[config.mk]
export PLATFORM = sky130hd
export DESIGN_NAME = lsu_mem_arbiter
export DESIGN_NICKNAME = d
export VERILOG_FILES = /design/src/rtl/lsu_mem_arbiter.sv
export SDC_FILE = /design/constraint.sdc
export NUM_CORES = 1
export LEC_CHECK = 0
export CORE_ASPECT_RATIO = 0.75
export CORE_MARGIN = 1
export CORE_UTILIZATION = 45
export CTS_BUF_LIST = sky130_fd_sc_hd__clkbuf_4
export DETAILED_ROUTE_END_ITERATION = 12
export GPL_TIMING_DRIVEN = 0
export PLACE_DENSITY = 0.84
export SETUP_SLACK_MARGIN = 0.2
export SLEW_MARGIN = 5
export SYNTH_ARGS = -nofsm -noshare
export SYNTH_HDL_FRONTEND = slang
export SYNTH_SLANG_ARGS = --single-unit
[constraint.sdc]
create_clock -name clk -period 7.1 [get_ports clk]
set_input_delay 0.71 -clock clk [delete_from_list [all_inputs] [get_ports clk]]
set_output_delay 0.71 -clock clk [all_outputs]
set_load 0.02 [all_outputs]
[src/rtl/lsu_mem_arbiter.sv]
// Round-robin load/store sequencer for NUM_REQ LSU slots onto one data-memory port.
// One transaction in flight; formats store lanes/byte enables and load writeback data.
module lsu_mem_arbiter #(
  parameter int NUM_REQ = 2,
  parameter int RD_W    = 5,
  localparam int SLOT_W = (NUM_REQ > 1) ? $clog2(NUM_REQ) : 1
) (
  input  logic                    clk,
  input  logic                    rst,
  input  logic [NUM_REQ-1:0]      req_valid,
  output logic [NUM_REQ-1:0]      req_ready,
  input  logic [NUM_REQ-1:0]      req_is_load,
  input  logic [NUM_REQ*32-1:0]   req_addr,
  input  logic [NUM_REQ*32-1:0]   req_wdata,
  input  logic [NUM_REQ*2-1:0]    req_size,
  input  logic [NUM_REQ-1:0]      req_zero_ext,
  input  logic [NUM_REQ*RD_W-1:0] req_rd,
  output logic                    mem_req_valid,
  input  logic                    mem_req_ready,
  output logic                    mem_we,
  output logic [31:0]             mem_addr,
  output logic [31:0]             mem_wdata,
  output logic [3:0]              mem_be,
  input  logic                    mem_rsp_valid,
  input  logic [31:0]             mem_rdata,
  output logic                    wb_valid,
  output logic [SLOT_W-1:0]       wb_slot,
  output logic [RD_W-1:0]         wb_rd,
  output logic [31:0]             wb_data,
  output logic                    err
);

  typedef enum logic [1:0] {IDLE, REQ, WAIT, ERR} state_t;

  state_t            state;
  logic [SLOT_W-1:0] rr_ptr;
  logic [SLOT_W-1:0] grant;
  logic              grant_vld;
  int                grant_idx;

  logic [1:0]        cap_off;
  logic [1:0]        cap_size;
  logic              cap_zext;
  logic [RD_W-1:0]   cap_rd;
  logic [SLOT_W-1:0] cap_slot;

  logic [31:0]       sel_addr;
  logic [31:0]       sel_wdata;
  logic [1:0]        sel_size;
  logic              sel_zext;
  logic              sel_load;
  logic [RD_W-1:0]   sel_rd;

  function automatic logic is_illegal(input logic [1:0] size, input logic zext,
                                      input logic [1:0] off);
    return (size == 2'b11) || (zext && size == 2'b10) ||
           (size == 2'b01 && off[0]) || (size == 2'b10 && off != 2'b00);
  endfunction

  function automatic logic [3:0] byte_en(input logic [1:0] size, input logic [1:0] off);
    case (size)
      2'b00:   return 4'b0001 << off;
      2'b01:   return 4'b0011 << {off[1], 1'b0};
      default: return 4'b1111;
    endcase
  endfunction

  function automatic logic [31:0] lane_data(input logic [1:0] size, input logic [31:0] wdata);
    case (size)
      2'b00:   return {4{wdata[7:0]}};
      2'b01:   return {2{wdata[15:0]}};
      default: return wdata;
    endcase
  endfunction

  function automatic logic [31:0] fmt_load(input logic [31:0] rdata, input logic [1:0] size,
                                           input logic zext, input logic [1:0] off);
    logic [31:0]        s;
    logic signed [7:0]  sb;
    logic signed [15:0] sh;
    s  = rdata >> {off, 3'b000};
    sb = s[7:0];
    sh = s[15:0];
    case (size)
      2'b00:   return zext ? {24'b0, s[7:0]} : 32'(sb);
      2'b01:   return zext ? {16'b0, s[15:0]} : 32'(sh);
      default: return s;
    endcase
  endfunction

  // Lowest offset from rr_ptr wins; scan downward so the nearest slot is written last.
  always_comb begin
    grant_vld = 1'b0;
    grant     = '0;
    for (int k = NUM_REQ - 1; k >= 0; k--) begin
      if (req_valid[(int'(rr_ptr) + k) % NUM_REQ]) begin
        grant_vld = 1'b1;
        grant     = SLOT_W'((int'(rr_ptr) + k) % NUM_REQ);
      end
    end
  end

  assign grant_idx = int'(grant);
  assign sel_addr  = req_addr[32*grant_idx +: 32];
  assign sel_wdata = req_wdata[32*grant_idx +: 32];
  assign sel_size  = req_size[2*grant_idx +: 2];
  assign sel_zext  = req_zero_ext[grant_idx];
  assign sel_load  = req_is_load[grant_idx];
  assign sel_rd    = req_rd[RD_W*grant_idx +: RD_W];

  always_comb begin
    req_ready = '0;
    for (int i = 0; i < NUM_REQ; i++) begin
      req_ready[i] = (state == IDLE) && !rst && grant_vld && (grant == SLOT_W'(i));
    end
  end

  always_ff @(posedge clk or posedge rst) begin
    if (rst) begin
      state         <= IDLE;
      rr_ptr        <= '0;
      cap_off       <= '0;
      cap_size      <= '0;
      cap_zext      <= 1'b0;
      cap_rd        <= '0;
      cap_slot      <= '0;
      mem_req_valid <= 1'b0;
      mem_we        <= 1'b0;
      mem_addr      <= '0;
      mem_wdata     <= '0;
      mem_be        <= '0;
      wb_valid      <= 1'b0;
      wb_slot       <= '0;
      wb_rd         <= '0;
      wb_data       <= '0;
      err           <= 1'b0;
    end else begin
      wb_valid <= 1'b0;
      err      <= 1'b0;
      case (state)
        IDLE: begin
          if (grant_vld) begin
            rr_ptr   <= SLOT_W'((grant_idx + 1) % NUM_REQ);
            cap_off  <= sel_addr[1:0];
            cap_size <= sel_size;
            cap_zext <= sel_zext;
            cap_rd   <= sel_rd;
            cap_slot <= grant;
            if (is_illegal(sel_size, sel_zext, sel_addr[1:0])) begin
              err   <= 1'b1;
              state <= ERR;
            end else begin
              mem_req_valid <= 1'b1;
              mem_we        <= !sel_load;
              mem_addr      <= {sel_addr[31:2], 2'b00};
              mem_wdata     <= lane_data(sel_size, sel_wdata);
              mem_be        <= byte_en(sel_size, sel_addr[1:0]);
              state         <= REQ;
            end
          end
        end
        REQ: begin
          if (mem_req_ready) begin
            mem_req_valid <= 1'b0;
            state         <= mem_we ? IDLE : WAIT;
          end
        end
        WAIT: begin
          if (mem_rsp_valid) begin
            wb_valid <= 1'b1;
            wb_slot  <= cap_slot;
            wb_rd    <= cap_rd;
            wb_data  <= fmt_load(mem_rdata, cap_size, cap_zext, cap_off);
            state    <= IDLE;
          end
        end
        default: state <= IDLE;
      endcase
    end
  end

endmodule

# Word level (Yosys, flattened, before mapping)
# Cells that the tools add are included.
dict set report totals {
  out_inout_bits 112
  register_bits 122
  elab_cells 98
  input_bits 184
}
dict set report classes {
  muxes 33
  n_reduce_logical 22
  bitwise_logic 3
  addsub 2
  n_lt_le_gt_ge 3
  shift 7
  mul 1
  eq_ne 10
}
# cell count
set op_table {}
lappend op_table {{$pmux W32 S2} 2}
lappend op_table {{$shiftx A64 B7 Y32} 2}
lappend op_table {{$mux W32} 2}
lappend op_table {{$shr A32 B5 Y32} 1}
lappend op_table {{$mux W1} 21}
lappend op_table {{$mux W2} 5}
lappend op_table {{$shiftx A10 B5 Y5} 1}
lappend op_table {{$ne A2 B2 Y1 const B} 4}
lappend op_table {{$pmux W4 S2} 1}
lappend op_table {{$logic_and A1 B1 Y1} 7}
lappend op_table {{$eq A2 B1 Y1 const B} 3}
lappend op_table {{$eq A2 B2 Y1 const B} 3}
lappend op_table {{$logic_not A2 Y1} 3}
lappend op_table {{$pmux W2 S3} 1}
lappend op_table {{$reduce_and A3 Y1} 2}
lappend op_table {{$lt A1 B2 Y1 const B} 2}
lappend op_table {{$mul A3 B1 Y4 const A} 1}
lappend op_table {{$reduce_and A2 Y1} 2}
lappend op_table {{$reduce_and A4 Y1} 1}
lappend op_table {{$reduce_bool A2 Y1} 2}
lappend op_table {{$shiftx A4 B3 Y2} 1}
lappend op_table {{$shl A1 B2 Y4 const A} 1}
lappend op_table {{$shl A2 B2 Y4 const A} 1}
lappend op_table {{$logic_or A1 B1 Y1} 3}
lappend op_table {{other kinds (6)} 9}

# Logic depth before layout (Yosys ltp)
# Gate-level depths: netlist of the first run.
dict set report depth {
  word_depth 16
  mapped_depth 8
  ltp_nobuf 5
}

# Worst setup path after synthesis of the first run
# Ideal clock, no wire load.
dict set report synth_path {
  kind {input port to output port}
  from {input port req_valid[1]}
  to {output port req_ready[1]}
  required_ps 6390
  cell_stages 5
  setup_slack_ps 4630
  arrival_ps 1760
  cell_sequence {buf_2 nand2_1 buf_2 buf_2 nor3_1}
}
dict set report synth_via {
  elab_chain_len 7
}
# item line
set synth_rtl {}
lappend synth_rtl {{start: declaration} 10} ;# input logic [NUM_REQ-1:0] req_valid,
lappend synth_rtl {{$mux W1 (implied by the code) (3 in series)} 96} ;# if (req_valid[(int'(rr_ptr) + k) % NUM_REQ]) begin
lappend synth_rtl {{$mux W1 (2 in series)} 96}
lappend synth_rtl {{$logic_and A1 B1 Y1} 114} ;# req_ready[i] = (state == IDLE) && !rst && grant_vld && (grant == SLOT_W'(i));
lappend synth_rtl {{$logic_and A1 B1 Y1 *} 114}
lappend synth_rtl {{end: declaration} 11} ;# output logic [NUM_REQ-1:0] req_ready,
# Every way passes the cells marked *; elsewhere a longest branch is shown, timed or not. The select of a mux whose other input is x is not followed.

# Worst setup path after layout of the first run
dict set report layout_path {
  from {input port req_valid[0]}
  to {output port req_ready[1]}
}
# The elaborated chain is that of the path after synthesis.

==> impl_metrics.env, run 1 <==
export IMPL_maxCapViolations=0
export IMPL_max_freq_mhz=275.9
export IMPL_p_leak_nw=4.409
export IMPL_ant_nets=0
export IMPL_seqPwrFrac=0.309
export IMPL_fp_row_count=38
export IMPL_drc=0
export IMPL_cp_slowest_stage_delay_ns=0.57
export IMPL_slew_violations=0
export IMPL_slew_headroom=0.4510
export IMPL_die_y_um=109.7
export IMPL_reg2reg_to="mem_addr[21]$_DFFE_PP0P_"
export IMPL_async_reset_ff_frac=1.000
export IMPL_final_common_cell="clkdlybuf4s50_1"
export IMPL_setup_viol=0
export IMPL_startpoint="req_valid[0]"
export IMPL_status="finished, final reports clean"
export IMPL_die_w_um=145.6
export IMPL_synth_edff_count=0
export IMPL_area_growth_synth_to_final_pct=50.04
export IMPL_internal_power_mw=2.453
export IMPL_use_met2=0.4698
export IMPL_grt_overflow_total=0
export IMPL_cts_hold_buffers_added=0
export IMPL_rrSetupSlack_ns=5.03
export IMPL_skew_ns=0.02571
export IMPL_p_comb_frac=0.560
export IMPL_grt_max_degree=92
export IMPL_grt_util_all_layers=0.2862
export IMPL_coreArea_mm2=0.01479
export IMPL_cts_root_buf="clkbuf_4"
export IMPL_hold_class="reg2reg"
export IMPL_netlist_area_mm2=0.006964
export IMPL_r2r_start="rr_ptr$_DFFE_PP0P_"
export IMPL_antenna_found_initial=0
export IMPL_reg2reg_depth=5
export IMPL_synth_ff_type="dfrtp_1"
export IMPL_crit_path_end_kind="primary output"
export IMPL_slowest_stage="clkdlybuf4s50_1"
export IMPL_fin_crit_sh=0.5104
export IMPL_grt_pass1_vias=6350
export IMPL_drtPass1Iterations=5
export IMPL_wl_per_cell_um=19.30
export IMPL_grt_pass1_wl_um=34610
export IMPL_routabilityCongestion=0.9107
export IMPL_p_sw_frac=0.3934
export IMPL_p_per_area_mw_per_mm2=387.0
export IMPL_cp_required_ns=6.39
export IMPL_cp_endpoint="req_ready[1]"
export IMPL_worstPathCellList="clkdlybuf4s50_1 -> nand2b_1 -> nand2_1 -> buf_2 -> buf_2 -> nor3_1 -> clkdlybuf4s50_1"
export IMPL_worstMarginPinSlew_ns=0.8180
export IMPL_cp_arrival_ns=2.91
export IMPL_postSynthAreaPerCell_um2=11.11
export IMPL_setup_tns_ns=0
export IMPL_met1_usage=0.3709
export IMPL_layout_common_cells="clkdlybuf4s50_1, dfrtp_1, mux2_2"
export IMPL_final_cells=1151
export IMPL_fin_nets=1121
export IMPL_drt_initial_drc_count=412
export IMPL_cp_max_fo=10
export IMPL_cts_buffer_depth=2
export IMPL_top_usage_layer="met2"
export IMPL_cp_depth=7
export IMPL_cts_sinks=122
export IMPL_syn_inst=627
export IMPL_die_area_mm2=0.01598
export IMPL_clkTransAtPathRegs_ns=0.11
export IMPL_start_util=0.4710
export IMPL_power_frac_clock=0.131
export IMPL_crit_type="in2out"
export IMPL_post_route_min_period_ns=3.624
export IMPL_p_sw_mw=1.591
export IMPL_yosys_warnings=0
export IMPL_ir_drop_v=0.0002325
export IMPL_synth_seq_cells=122
export IMPL_synthDistinctLibCells=47
export IMPL_cp_start_kind="input pin"
export IMPL_postCtsSetupBuffers=0
export IMPL_rsz0062_at_grt="false"
export IMPL_worst_path_buf_inv=4
export IMPL_io_buffer_count=289
export IMPL_worst_skew_pair_late_latency_ns=0.53
export IMPL_cts_buffers=17
export IMPL_post_dp_hpwl_um=17270
export IMPL_tritoncts="built"
export IMPL_fillers=1137
export IMPL_routed_wl_um=22210
export IMPL_yosysSeqAreaShare=0.4384
export IMPL_vias=6134
export IMPL_placed_cells=1118
export IMPL_avgViaCountPerCell=5.329
export IMPL_boundaryPins=296
export IMPL_cts_resized_gates=0
export IMPL_grt_util_met3=0.08174
export IMPL_hold_viol=0
export IMPL_critical_path_top_delay_family="buffers and inverters"
export IMPL_drive_gt1_frac=0.2042
export IMPL_cts_max_level=4
==> worst min-delay path by stage <==
stage / startpoint / to / slack, ns / depth (start not counted)
final: cap_rd[0]$_DFFE_PP0P_ / wb_rd[0]$_DFFE_PP0P_ / 0.47 / 2
after CTS: cap_rd[0]$_DFFE_PP0P_ / wb_rd[0]$_DFFE_PP0P_ / 0.47 / 2
after detailed placement: cap_rd[0]$_DFFE_PP0P_ / wb_rd[0]$_DFFE_PP0P_ / 0.45 / 2
after global placement: cap_rd[2]$_DFFE_PP0P_ / wb_rd[2]$_DFFE_PP0P_ / 0.45 / 2
after floorplan: cap_slot$_DFFE_PP0P_ / wb_slot$_DFFE_PP0P_ / 0.44 / 2
after global routing: wb_rd[2]$_DFFE_PP0P_ / wb_rd[2]$_DFFE_PP0P_ / 0.51 / 2
==> routing by layer <==
metal	share of wire	up-vias
met3	0.075	25
met1	0.44	2992
li1	-	2864
met2	0.47	253
met5	0	-
met4	0.016	0
==> per-stage QoR <==
stage	setup slack, ns	util	power (mW)	hold WS [ns]	instance area [um^2]
3_5_place_dp	3.493	0.6860	3.524	0.4528	10140
2_1_floorplan	3.147	-	2.507	0.4386	6968
5_1_grt	3.376	0.7065	4.274	0.5078	10450
3_3_place_gp	1.222	0.6838	3.485	0.4468	10110
4_1_cts	3.493	0.7065	4.066	0.4664	10450
6_report	3.476	0.7066	4.044	0.4685	10450
==> Yosys cell counts, types with 13 or more instances <==
cell      instances  area share
a21oi_1          19       0.014
o22a_1           19       0.024
nand2_1          62       0.033
o21ai_0          31       0.022
and2_1           15       0.013
buf_2            22       0.016
dfrtp_1         122        0.44
mux2i_1          81        0.12
mux2_2          102        0.16
nor2_1           38       0.020
clkbuf_1         13      0.0070
mux2_4           15       0.032
==> cells by family after synthesis <==
logic type             count (synthesis)  share of synthesized area
AO/OA/AOI/OAI                        105                     0.1010
flip-flops                           122                     0.4384
multiplexers                         200                     0.3202
AND/OR/NAND/NOR                      145                    0.09594
buffers and inverters                 54                    0.04402
other                                  1                  0.0005385
==> area by class of cell <==
cell class	count	area [um^2]	share of cell area
Antenna cell	1	2.502	0.0002395
Sequential cell	122	3053	0.2922
Multi-Input combinational cell	452	3608	0.3453
Timing Repair Buffer	290	2920	0.2795
Inverter	8	35.03	0.003353
Clock inverter	15	175.2	0.01676
Buffer	46	276.5	0.02646
Clock buffer	17	127.6	0.01221
Tap cell	200	250.2	0.02395
==> state kept, by name, summed over array words and instances (netlist names), 2 cells and up <==
register   cells
wb_rd          5
mem_be         4
mem_wdata     32
cap_size       2
state          2
cap_off        2
cap_rd         5
wb_data       32
mem_addr      30
==> power groups by stage <==
stage / registers, mW / logic (mW) / clock network, mW
3_3_place_gp: 1.24 / 2.24 / 0
5_1_grt: 1.29 / 2.41 / 0.570
2_1_floorplan: 1.62 / 0.890 / 0
6_report: 1.25 / 2.27 / 0.529
4_1_cts: 1.25 / 2.27 / 0.542
3_5_place_dp: 1.26 / 2.26 / 0
==> tightest hold or removal path: stages (launching register included) <==
cell and delay, ns:
dfrtp_1 0.35, nand2_1 0.05, nand2_1 0.05
Power figures use the tool's default switching activity.
==> run 2, diff against run 1 <==
--- a/config.mk
+++ b/config.mk
@@ -7,11 +7,11 @@
 export LEC_CHECK = 0
 export CORE_ASPECT_RATIO = 0.75
 export CORE_MARGIN = 1
-export CORE_UTILIZATION = 45
+export CORE_UTILIZATION = 44
 export CTS_BUF_LIST = sky130_fd_sc_hd__clkbuf_4
 export DETAILED_ROUTE_END_ITERATION = 12
 export GPL_TIMING_DRIVEN = 0
-export PLACE_DENSITY = 0.84
+export PLACE_DENSITY = 0.83
 export SETUP_SLACK_MARGIN = 0.2
 export SLEW_MARGIN = 5
 export SYNTH_ARGS = -nofsm -noshare
==> constraint.sdc (replaced) <==
create_clock -name clk -period 3.75 [get_ports clk]
set_input_delay 0.375 -clock clk [delete_from_list [all_inputs] [get_ports clk]]
set_output_delay 0.375 -clock clk [all_outputs]
set_load 0.02 [all_outputs]
==> impl_metrics.env, run 2 (synthesis results as in run 1) <==
export IMPL_grt_max_degree=38
export IMPL_coreArea_mm2=0.01532
export IMPL_maxCapViolations=0
export IMPL_cts_hold_buffers_added=0
export IMPL_io_buffer_count=289
export IMPL_setup_viol=0
export IMPL_drive_gt1_frac=0.2069
export IMPL_ir_drop_v=0.0004445
export IMPL_drt_initial_drc_count=316
export IMPL_drtPass1Iterations=5
export IMPL_worstPathCellList="nand2b_1 -> nand2_1 -> buf_2 -> buf_2 -> nor3_1 -> clkdlybuf4s50_1"
export IMPL_fillers=1243
export IMPL_boundaryPins=296
export IMPL_cts_sinks=122
export IMPL_grt_overflow_total=0
export IMPL_start_util=0.4545
export IMPL_rsz0062_at_grt="false"
export IMPL_p_sw_mw=2.981
export IMPL_hold_viol=0
export IMPL_routabilityCongestion=0.9219
export IMPL_setup_tns_ns=0
export IMPL_grt_pass1_wl_um=35070
export IMPL_die_y_um=111.0
export IMPL_cts_resized_gates=0
export IMPL_clkTransAtPathRegs_ns=0.10
export IMPL_ant_nets=0
export IMPL_die_w_um=147.3
export IMPL_cp_required_ns=3.38
export IMPL_hold_class="in2reg"
export IMPL_power_frac_clock=0.130
export IMPL_max_freq_mhz=337.3
export IMPL_cts_buffer_depth=2
export IMPL_internal_power_mw=4.671
export IMPL_avgViaCountPerCell=5.229
export IMPL_crit_path_frequent_cell="buf_2"
export IMPL_fin_nets=1123
export IMPL_cts_root_buf="clkbuf_4"
export IMPL_vias=6060
export IMPL_layout_common_cells="clkdlybuf4s50_1, dfrtp_1, mux2_2"
export IMPL_seqPwrFrac=0.308
export IMPL_slowest_stage="clkdlybuf4s50_1"
export IMPL_worstMarginPinSlew_ns=0.8043
export IMPL_p_comb_frac=0.562
export IMPL_skew_ns=0.01496
export IMPL_fin_crit_sh=0.7907
export IMPL_cp_slowest_stage_delay_ns=0.57
export IMPL_status="finished, final reports clean"
export IMPL_final_common_cell="clkdlybuf4s50_1"
export IMPL_placed_cells=1125
export IMPL_finish_utilization=0.6849
export IMPL_grt_util_all_layers=0.2827
export IMPL_cp_arrival_ns=2.59
export IMPL_cp_start_kind="flip-flop"
export IMPL_fp_row_count=39
export IMPL_p_per_area_mw_per_mm2=729.2
export IMPL_worst_skew_pair_late_latency_ns=0.54
export IMPL_post_dp_hpwl_um=17280
export IMPL_wl_per_cell_um=19.19
export IMPL_slew_headroom=0.4602
export IMPL_reg_largest_list="mem_wdata: 32 flops, wb_data: 32 flops, mem_addr: 30 flops"
export IMPL_post_route_min_period_ns=2.965
export IMPL_grt_pass1_vias=6398
export IMPL_postCtsSetupBuffers=0
export IMPL_crit_type="reg2out"
export IMPL_p_leak_nw=4.439
export IMPL_area_growth_synth_to_final_pct=50.68
export IMPL_die_area_mm2=0.01634
export IMPL_slew_violations=0
export IMPL_antenna_found_initial=1
export IMPL_p_sw_frac=0.3896
export IMPL_cts_max_level=4
export IMPL_final_cells=1159
export IMPL_cts_buffers=17
export IMPL_cp_max_fo=10
export IMPL_tritoncts="built"
export IMPL_routed_wl_um=22250
export IMPL_crit_path_end_kind="primary output"
export IMPL_drc=0
-- run 2: changes by cell type in the layout (fill, tap and decap cells not counted) --
cell        change
inv_6           -2
clkbuf_4        +3
clkinv_1        -1
diode_2         +1
clkinvlp_4      -2
clkinv_2        +2
buf_12          +2
-- run 2: path summary, 6_finish.rpt --
kind                                      startpoint                  endpoint  slack [ns]  cells past startpoint
worst max-delay path              rr_ptr$_DFFE_PP0P_              req_ready[1]        0.78                      6
worst min-delay path                    req_valid[1]      cap_slot$_DFFE_PP0P_        0.28                      3
worst max register to register    rr_ptr$_DFFE_PP0P_  mem_addr[14]$_DFFE_PP0P_        1.71                      5
worst min register to register  cap_slot$_DFFE_PP0P_       wb_slot$_DFFE_PP0P_        0.47                      2
max in group asynchronous                        rst  mem_addr[13]$_DFFE_PP0P_        2.60                      4
min in group asynchronous                        rst    wb_data[9]$_DFFE_PP0P_        0.35                      2
-- run 2: worst max-delay path: cells and delay by family, from the launching register on --
kind	cells	cell delay, ns
flops	1	0.38
simple gates	3	0.47
buf+inv	3	1.20
-- run 2: area by class of cell --
class | count | area, um^2 | area share
well taps | 205 | 256.5 | 0.02444
inverters | 8 | 33.78 | 0.003219
multi-input cells | 452 | 3608 | 0.3439
diodes | 2 | 5.005 | 0.0004769
clock buffers | 20 | 150.1 | 0.01431
clock inverters | 12 | 150.1 | 0.01431
plain buffers | 46 | 276.5 | 0.02635
flip-flops and latches | 122 | 3053 | 0.2909
repair buffers | 292 | 2960 | 0.2821
-- run 2: metrics by stage --
step	worst slack, ns	hold WS, ns	instance area [um^2]	total power, mW
after floorplan	1.878	0.4386	6972	4.747
after global placement	0.6330	0.4467	10120	6.586
after detailed placement	0.8253	0.4532	10190	6.678
after CTS	0.7417	0.2302	10490	7.695
after global routing	0.5974	0.2554	10490	8.087
final	0.7848	0.2810	10490	7.652
-- run 2: power by group through the flow --
stage | Sequential, mW | Clock (mW) | Combinational (mW)
finish | 2.35 | 0.995 | 4.30
global route | 2.44 | 1.08 | 4.57
CTS | 2.36 | 1.02 | 4.32
detailed placement | 2.38 | 0 | 4.30
global placement | 2.34 | 0 | 4.25
floorplan | 3.06 | 0 | 1.69
-- run 2: routing by layer --
metal  up-vias  routed length (um)  GRT usage
li1       2874                   -          -
met1      2906                9693     0.3679
met2       250               10440     0.4494
met3        30                1637    0.08189
met4         0                 478    0.09691
met5         -                   0          0
==> run 3, diff against run 2 <==
--- a/config.mk
+++ b/config.mk
@@ -7,11 +7,11 @@
 export LEC_CHECK = 0
 export CORE_ASPECT_RATIO = 0.75
 export CORE_MARGIN = 1
-export CORE_UTILIZATION = 44
+export CORE_UTILIZATION = 40
 export CTS_BUF_LIST = sky130_fd_sc_hd__clkbuf_4
 export DETAILED_ROUTE_END_ITERATION = 12
 export GPL_TIMING_DRIVEN = 0
-export PLACE_DENSITY = 0.83
+export PLACE_DENSITY = 0.79
 export SETUP_SLACK_MARGIN = 0.2
 export SLEW_MARGIN = 5
 export SYNTH_ARGS = -nofsm -noshare
==> constraint.sdc (replaced) <==
create_clock -name clk -period 2.6 [get_ports clk]
set_input_delay 0.26 -clock clk [delete_from_list [all_inputs] [get_ports clk]]
set_output_delay 0.26 -clock clk [all_outputs]
set_load 0.02 [all_outputs]
==> impl_metrics.env, run 3 (synthesis results as in run 1) <==
export IMPL_post_route_min_period_ns=2.232
export IMPL_reg_largest_list="mem_wdata: 32 flops, wb_data: 32 flops, mem_addr: 30 flops"
export IMPL_slew_headroom=0.5482
export IMPL_antenna_found_initial=3
export IMPL_critical_path_top_delay_family="buffers and inverters"
export IMPL_tritoncts="built"
export IMPL_routed_wl_um=22630
export IMPL_cts_hold_buffers_added=0
export IMPL_setup_tns_ns=0
export IMPL_grt_util_all_layers=0.2569
export IMPL_die_area_mm2=0.01795
export IMPL_design_area_mm2=0.01051
export IMPL_setup_viol=0
export IMPL_cp_start_kind="flip-flop"
export IMPL_hold_viol=0
export IMPL_io_buffer_count=289
export IMPL_post_dp_hpwl_um=17510
export IMPL_p_per_area_mw_per_mm2=1049
export IMPL_cts_sinks=122
export IMPL_start_util=0.4114
export IMPL_max_freq_mhz=448.0
export IMPL_worst_skew_pair_late_latency_ns=0.55
export IMPL_rrSetupSlack_ns=0.58
export IMPL_cts_buffers=17
export IMPL_post_place_ws_ns=-0.1712
export IMPL_hold_class="in2async"
export IMPL_p_leak_nw=4.450
export IMPL_routabilityCongestion=0.8967
export IMPL_worstMarginPinSlew_ns=0.6770
export IMPL_die_w_um=154.4
export IMPL_grt_pass1_vias=6130
export IMPL_ir_drop_v=0.0005176
export IMPL_cp_slowest_stage_delay_ns=0.40
export IMPL_worst_path_buf_inv=3
export IMPL_rsz0062_at_grt="false"
export IMPL_coreArea_mm2=0.01693
export IMPL_drtPass1Iterations=7
export IMPL_grt_pass1_wl_um=34480
export IMPL_cts_root_buf="clkbuf_4"
export IMPL_ant_nets=0
export IMPL_cp_arrival_ns=1.97
export IMPL_cts_max_level=4
export IMPL_drt_initial_drc_count=312
export IMPL_setup_slack_ns=0.3677
export IMPL_cts_buffer_depth=2
export IMPL_final_common_cell="clkdlybuf4s50_1"
export IMPL_fin_nets=1123
export IMPL_skew_ns=0.01631
export IMPL_layout_common_cells="clkdlybuf4s50_1, dfrtp_1, mux2_2"
export IMPL_fillers=1408
export IMPL_status="finished, final reports clean"
export IMPL_worstPathCellList="nand2b_2 -> nand2_2 -> buf_6 -> buf_4 -> nor3_1 -> buf_2"
export IMPL_avgViaCountPerCell=5.240
export IMPL_crit_type="reg2out"
export IMPL_r2r_start="rr_ptr$_DFFE_PP0P_"
export IMPL_slowest_stage="dfrtp_1"
export IMPL_fp_row_count=41
export IMPL_boundaryPins=296
export IMPL_crit_path_end_kind="primary output"
export IMPL_reg2reg_to="mem_addr[20]$_DFFE_PP0P_"
export IMPL_cp_max_fo=10
export IMPL_cp_required_ns=2.34
export IMPL_grt_max_degree=37
export IMPL_drive_gt1_frac=0.2114
export IMPL_vias=6131
export IMPL_hold_ws_ns=0.1217
export IMPL_grt_overflow_total=0
export IMPL_wl_per_cell_um=19.34
export IMPL_reg2reg_depth=5
export IMPL_slew_violations=0
export IMPL_fin_crit_sh=0.8586
export IMPL_drc=0
export IMPL_maxCapViolations=0
export IMPL_die_y_um=116.3
export IMPL_clkTransAtPathRegs_ns=0.11
export IMPL_startpoint="rr_ptr$_DFFE_PP0P_"
export IMPL_post_dp_cell_area_mm2=0.01019
export IMPL_area_growth_synth_to_final_pct=50.93
==> run 3: changes by cell type in the layout (fill, tap and decap cells not counted), sizes merged <==
cell | before | now
inv | 7 | 8
clkdlybuf4s50 | 289 | 287
clkinv | 7 | 8
clkbuf | 33 | 30
dlygate4sd2 | 0 | 1
clkinvlp | 3 | 2
buf | 36 | 38
diode | 2 | 4
==> run 3: per-layer routing <==
metal,track usage,up-vias,part of all wire
li1,-,2874,-
met1,0.3470,2987,0.46
met2,0.3915,241,0.45
met3,0.07458,29,0.071
met4,0.1003,0,0.017
met5,0,-,0
==> run 3: worst max-delay path by stage <==
stage                                    to  slack (ns)  depth (start not counted)
CTS                            req_ready[1]        0.08                          6
detailed placement             req_ready[1]       -0.17                          7
global route                   req_ready[0]        0.21                          4
floorplan            cap_off[0]$_DFFE_PP0P_        0.84                          1
global placement    mem_addr[7]$_DFFE_PP0P_       -0.44                          2
finish                         req_ready[1]        0.37                          6
==> run 3: cell type report <==
cell class	count	area, um^2	share of cell area
Multi-Input combinational cell	452	3625	0.3448
Sequential cell	122	3053	0.2904
Antenna cell	4	10.01	0.0009523
Buffer	46	286.5	0.02726
Timing Repair Buffer	292	2947	0.2803
Clock buffer	18	135.1	0.01286
Inverter	8	33.78	0.003214
Clock inverter	13	152.6	0.01452
Tap cell	215	269.0	0.02559
==> run 3: what timing repair did <==
item / in CTS / in global routing
setup buffers: 0 / 0
gates resized for setup: 9 / 6
setup endpoints to repair: 2 / 2
==> run 3: report_power, final <==
| group | switching [mW] | total [mW] | internal (mW) |
|---|---|---|---|
| Clock | 0.741 | 1.41 | 0.665 |
| Combinational | 3.03 | 6.22 | 3.19 |
| Sequential | 0.543 | 3.40 | 2.86 |
| Total | 4.32 | 11.0 | 6.71 |
==> run 3: worst register-to-register path, stage by stage, from the launching register on <==
cell and delay (ns):
dfrtp_1 0.40, nand2b_2 0.24, nand2_2 0.15, clkbuf_1 0.46, mux2_2 0.41, mux2_2 0.26
==> run 3: through the flow <==
stage,std cells,power [mW],utilization
after floorplan,628,6.846,-
after global placement,1132,9.534,0.5986
after detailed placement,1135,9.644,0.6021
after CTS,1166,11.10,0.6197
after global routing,1169,11.67,0.6208
final,1170,11.03,0.6209
